**src/rtl/regfile_wb_arbiter_if.sv**
```systemverilog
// Writeback request/grant bus between the requesters and the register-file write arbiter.
// The requester side uses the master modport and the arbiter uses the slave modport.
interface regfile_wb_arbiter_if #(
    parameter int NUM_REQ = 2,
    parameter int ADDR_W  = 5,
    parameter int DATA_W  = 32,
    parameter int CNT_W   = 16,
    parameter int GID_W   = $clog2(NUM_REQ)
);
    logic                      stall;
    logic [NUM_REQ-1:0]        req_valid;
    logic [NUM_REQ*ADDR_W-1:0] req_reg;
    logic [NUM_REQ*DATA_W-1:0] req_data;
    logic [NUM_REQ-1:0]        req_ready;
    logic [ADDR_W-1:0]         write_reg;
    logic [DATA_W-1:0]         data;
    logic                      reg_write_flag;
    logic [GID_W-1:0]          grant_id;
    logic [CNT_W-1:0]          wr_count;

    modport master (
        output stall, req_valid, req_reg, req_data,
        input  req_ready, write_reg, data, reg_write_flag, grant_id, wr_count
    );

    modport slave (
        input  stall, req_valid, req_reg, req_data,
        output req_ready, write_reg, data, reg_write_flag, grant_id, wr_count
    );
endinterface

```
**src/rtl/regfile_wb_arbiter.sv**
```systemverilog
// Round-robin arbiter that shares the register file's single write port among NUM_REQ
// writeback requesters. The write port outputs are registered, giving one write per cycle.
module regfile_wb_arbiter #(
    parameter int NUM_REQ = 2,
    parameter int ADDR_W  = 5,
    parameter int DATA_W  = 32,
    parameter int CNT_W   = 16
) (
    input  logic clk,
    input  logic rst,
    regfile_wb_arbiter_if.slave bus
);
    localparam int GID_W = $clog2(NUM_REQ);

    logic [GID_W-1:0]   ptr;
    logic [GID_W-1:0]   win;
    logic               found;
    logic [NUM_REQ-1:0] ready_c;
    logic               accept;
    logic [ADDR_W-1:0]  win_reg;
    logic [DATA_W-1:0]  win_data;
    int                 idx;

    // Search upward from the pointer, wrapping, for the first valid requester.
    always_comb begin
        idx     = 0;
        win     = '0;
        found   = 1'b0;
        ready_c = '0;
        for (int k = 0; k < NUM_REQ; k++) begin
            idx = int'(ptr) + k;
            if (idx >= NUM_REQ) idx = idx - NUM_REQ;
            if (!found && bus.req_valid[idx]) begin
                found = 1'b1;
                win   = GID_W'(idx);
            end
        end
        if (found && !bus.stall && !rst) ready_c[win] = 1'b1;
    end

    assign bus.req_ready = ready_c;
    assign accept        = |ready_c;
    assign win_reg       = bus.req_reg[win*ADDR_W +: ADDR_W];
    assign win_data      = bus.req_data[win*DATA_W +: DATA_W];

    always_ff @(posedge clk) begin
        if (rst) begin
            ptr                <= '0;
            bus.reg_write_flag <= 1'b0;
            bus.write_reg      <= '0;
            bus.data           <= '0;
            bus.grant_id       <= '0;
            bus.wr_count       <= '0;
        end else begin
            bus.reg_write_flag <= 1'b0;
            if (accept) begin
                bus.write_reg      <= win_reg;
                bus.data           <= win_data;
                bus.grant_id       <= win;
                // $zero writes complete the handshake but never reach the regfile.
                bus.reg_write_flag <= (win_reg != '0);
                if (win_reg != '0) bus.wr_count <= bus.wr_count + CNT_W'(1);
                ptr <= (win == GID_W'(NUM_REQ - 1)) ? '0 : win + 1'b1;
            end
        end
    end
endmodule
```
**src/flat_wrapper.sv**
```systemverilog
// flat-port wrapper written by rule: the top's interface ports become plain ports
module regfile_wb_arbiter_flat 
#(
    parameter int NUM_REQ = 2,
    parameter int ADDR_W  = 5,
    parameter int DATA_W  = 32,
    parameter int CNT_W   = 16
)
  (clk, rst, bus_stall, bus_req_valid, bus_req_reg, bus_req_data, bus_req_ready, bus_write_reg, bus_data, bus_reg_write_flag, bus_grant_id, bus_wr_count);
  regfile_wb_arbiter_if #(.NUM_REQ(NUM_REQ), .ADDR_W(ADDR_W), .DATA_W(DATA_W), .CNT_W(CNT_W)) bus_i ();
  input  logic clk;
  input  logic rst;
  input wire logic [$bits(bus_i.stall)-1:0] bus_stall;
  input wire logic [$bits(bus_i.req_valid)-1:0] bus_req_valid;
  input wire logic [$bits(bus_i.req_reg)-1:0] bus_req_reg;
  input wire logic [$bits(bus_i.req_data)-1:0] bus_req_data;
  output wire logic [$bits(bus_i.req_ready)-1:0] bus_req_ready;
  output wire logic [$bits(bus_i.write_reg)-1:0] bus_write_reg;
  output wire logic [$bits(bus_i.data)-1:0] bus_data;
  output wire logic [$bits(bus_i.reg_write_flag)-1:0] bus_reg_write_flag;
  output wire logic [$bits(bus_i.grant_id)-1:0] bus_grant_id;
  output wire logic [$bits(bus_i.wr_count)-1:0] bus_wr_count;
  assign bus_i.stall = bus_stall;
  assign bus_i.req_valid = bus_req_valid;
  assign bus_i.req_reg = bus_req_reg;
  assign bus_i.req_data = bus_req_data;
  assign bus_req_ready = bus_i.req_ready;
  assign bus_write_reg = bus_i.write_reg;
  assign bus_data = bus_i.data;
  assign bus_reg_write_flag = bus_i.reg_write_flag;
  assign bus_grant_id = bus_i.grant_id;
  assign bus_wr_count = bus_i.wr_count;
  regfile_wb_arbiter #(.NUM_REQ(NUM_REQ), .ADDR_W(ADDR_W), .DATA_W(DATA_W), .CNT_W(CNT_W)) u_core (.clk(clk), .rst(rst), .bus(bus_i));
endmodule
```
**config.mk**
```make
export PLATFORM = sky130hd
export DESIGN_NAME = regfile_wb_arbiter_flat
export DESIGN_NICKNAME = d
export VERILOG_FILES = /design/src/rtl/regfile_wb_arbiter_if.sv /design/src/rtl/regfile_wb_arbiter.sv /design/src/flat_wrapper.sv
export SDC_FILE = /design/constraint.sdc
export NUM_CORES = 1
export LEC_CHECK = 0
export BUFFER_PORTS_ARGS = -buffer_cell sky130_fd_sc_hd__buf_2
export CAP_MARGIN = 20
export CORE_ASPECT_RATIO = 0.7
export CORE_MARGIN = 2
export CORE_UTILIZATION = 40
export DETAILED_ROUTE_END_ITERATION = 16
export PLACE_DENSITY = 0.78
export SYNTH_ARGS = -nofsm -noshare
export SYNTH_HDL_FRONTEND = slang
export SYNTH_SLANG_ARGS = --single-unit
```
**constraint.sdc**
```tcl
create_clock -name clk -period 2.2 [get_ports clk]
set_input_delay 0.55 -clock clk [delete_from_list [all_inputs] [get_ports clk]]
set_output_delay 0.55 -clock clk [all_outputs]
set_load 0.03 [all_outputs]
```
==> results.ini <==
[synthesis]
synth_compound_area_frac = 0.1602
synthMuxAreaShare = 0.007718
ys_warn_count = 0
synth_async_sr_flop_share = 0
synth_xor_area_frac = 0.03039
ys_ff_latch = 56
yosysSeqAreaShare = 0.4322
synth_area_um2 = 2594
avgSynthCellArea_um2 = 7.956
ys_types = 37
synthAdderAreaFrac = 0.004824
synthCells = 326
syn_nets = 406
synth-simple-area-share = 0.3107
synth_top_family_by_area = simple AND/OR/NAND/NOR gates
synth_edf_count = 0
synth-main-ff-cell = dfxtp_1

[cts]
cts_sinks = 56
cts_setup_buffers = 0
cts.reportedPaths.clkPinSlew_ns = 0.10
cts_buffer_depth = 2
cts_buffers = 5
clock_latency_ns = 0.30
cts_max_level = 2
hold_buffers = 0
clockRootBuffer = clkbuf_8
cts_resized = 0
cts_tree = built

[layout]
n_antenna_cell = 0
drive_gt1_frac = 0.3535
largest_reg_flops = 32
area_delta_synth_final_pct = 32.13
nets = 526
utilization = 0.5487

[timing]
fmax_mhz = 498.1
worst_pin_slew_ns = 0.7201
rsz0062_at_grt = false
fin_setup_tns_ns = 0
finalCritPeriodShare = 0.9126
setup_violations = 0
skew_ns = 0.005084
period_minus_slack_ns = 2.008
finalHoldViolCount = 0
finalMaxSlewViolations = 0
max_slew_margin = 0.5200

[grt]
grt_pass1_vias = 2607
grt_max_degree = 78
grt.total_usage = 0.2137
antenna_found_initial = 0
globalRouteOverflowTotal = 0
grt_pass1_wl_um = 12400

[critical_path]
crit_type = primary input to output pin
path_cells = buf_2 -> o21ba_2 -> nand2b_1 -> buf_4 -> nor2_1 -> buf_2
timing.rr.end = u_core.bus.wr_count[15]
critPathLaunchType = primary input
worst_setup_path_end_kind = output pin
r2r_setup_slack_ns = 0.22
timing.rr.start = u_core.bus.wr_count[4]
worstPathMaxFanout = 5
slowest_stage = o21ba_2
rr_worst_depth = 5
worst_ep_required_time_ns = 1.65
cpPeakStageDelay_ns = 0.23
arrival_ns = 1.46
crit_top_cell = buf_2

[hold_path]
hold_start = bus_req_data[29]
hold_depth = 3
hold_path_class = primary input to flip-flop
min_to = u_core.bus.data[29]

[floorplanning]
die_y_um = 71.37
rows = 24
start_util = 0.4153
fp.dieW_um = 100.2
io_pins = 136
core_area_um2 = 6246
die-area_um2 = 7154

[power_and_ir_drop]
leakage_nw = 1.591
power_per_cell_area_nw_per_um2 = 659.0
vdd_drop_max_uv = 355.1

[detailed_routing]
route.vias.total = 2854
drt_pass1_iterations = 4
drt-initial-drc-count = 111
via_per_inst = 5.436
ant_nets = 0
drc = 0
wirelength_um = 7642
wire_per_inst_um = 14.56

[placement]
globalplace.congestion = 0.9259
place.detailed.hpwl_um = 5496
port_buffers = 135

[run]
drv_cap = 0

[outcome]
outcome = complete, no violations

## layout make-up
class / instances / area [um^2]
fillers: 621 / 2819
repair buffers: 146 / 758.2
multi-input cells: 236 / 1339
clock inverters: 2 / 35.03
flip-flops and latches: 56 / 1121
clock buffers: 6 / 72.57
inverters: 1 / 3.754
well taps: 78 / 97.59
## critical path, delay by kind of cell
kind	cells	cell delay, ns
AOI/OAI and AO/OA	1	0.23
and+or+nand+nor	2	0.20
buffers and inverters	3	0.48
## cells by family after synthesis
logic type,after synthesis
buf+inv,34
simple gates,173
xor+xnor,9
flops,56
mux,2
fa+ha+maj,1
compound gates,51
## per-stage QoR
step / power, mW / setup WS (ns) / hold slack (ns) / cells / instance area (um^2)
floorplan: 1.446 / 0.004337 / 0.4707 / 326 / 2597
global placement: 1.619 / 0.09268 / 0.4702 / 517 / 3319
detailed placement: 1.629 / -0.02123 / 0.4760 / 517 / 3319
CTS: 2.289 / 0.1938 / 0.4897 / 525 / 3427
global route: 2.376 / 0.1212 / 0.4832 / 525 / 3427
finish: 2.258 / 0.1923 / 0.5001 / 525 / 3427
## Yosys cell counts, drive strengths merged, types with 2 or more instances
| cell | count | share of area |
|---|---|---|
| nand4 | 6 | 0.014 |
| or4 | 3 | 0.010 |
| xor2 | 5 | 0.017 |
| a21oi | 5 | 0.0096 |
| clkbuf | 26 | 0.038 |
| and2 | 2 | 0.0048 |
| nand2 | 43 | 0.062 |
| o21ai | 4 | 0.0077 |
| nor3 | 2 | 0.0039 |
| nor2 | 53 | 0.077 |
| nand3 | 43 | 0.083 |
| a311oi | 37 | 0.12 |
| xnor2 | 4 | 0.014 |
| mux2i | 2 | 0.0077 |
| and3 | 2 | 0.0048 |
| nand2b | 3 | 0.0072 |
| nor4 | 4 | 0.0096 |
| or3 | 5 | 0.012 |
| buf | 7 | 0.015 |
| dfxtp | 56 | 0.43 |
| and4 | 3 | 0.010 |
## per-layer routing
layer / wire length, um / up-vias / global-route usage / share of wire
met1: 3400 / 1315 / 0.2881 / 0.44
met5: 0 / - / 0 / 0
li1: - / 1414 / - / -
met2: 3516 / 117 / 0.3497 / 0.46
met4: 67 / 0 / 0.04718 / 0.0088
met3: 658 / 8 / 0.05366 / 0.086
## power by group
group	switching (mW)	internal, mW
Clock	0.316	0.338
Sequential	0.0324	1.07
Combinational	0.324	0.172
## worst max path at each step
stage / cells past startpoint / end / startpoint / slack [ns]
final: 6 / bus_req_ready[1] / bus_stall / 0.19
after global routing: 6 / bus_req_ready[1] / bus_stall / 0.12
after CTS: 6 / bus_req_ready[1] / bus_stall / 0.19
after detailed placement: 7 / u_core.bus.wr_count[12] / bus_req_reg[2] / -0.02
after global placement: 6 / u_core.bus.wr_count[15] / bus_stall / 0.09
after floorplan: 8 / u_core.bus.wr_count[15] / bus_req_valid[1] / 0.004
## layout by cell type, fill, tap and decap left out, types with 2 or more instances in the layout
| cell | n |
|---|---|
| nand2b_1 | 2 |
| nor4_1 | 4 |
| o21ai_0 | 4 |
| or4_1 | 2 |
| nand2_1 | 43 |
| xnor2_1 | 4 |
| nand3_1 | 43 |
| mux2i_1 | 2 |
| buf_2 | 135 |
| xor2_1 | 5 |
| buf_4 | 11 |
| a311oi_1 | 37 |
| nor3_1 | 2 |
| nor2_1 | 53 |
| or3_1 | 5 |
| nand4_1 | 6 |
| and4_1 | 3 |
| a21oi_1 | 4 |
| clkbuf_8 | 5 |
| dfxtp_1 | 56 |
| and3_1 | 2 |
No activity file was read; power rests on OpenSTA's default activity.
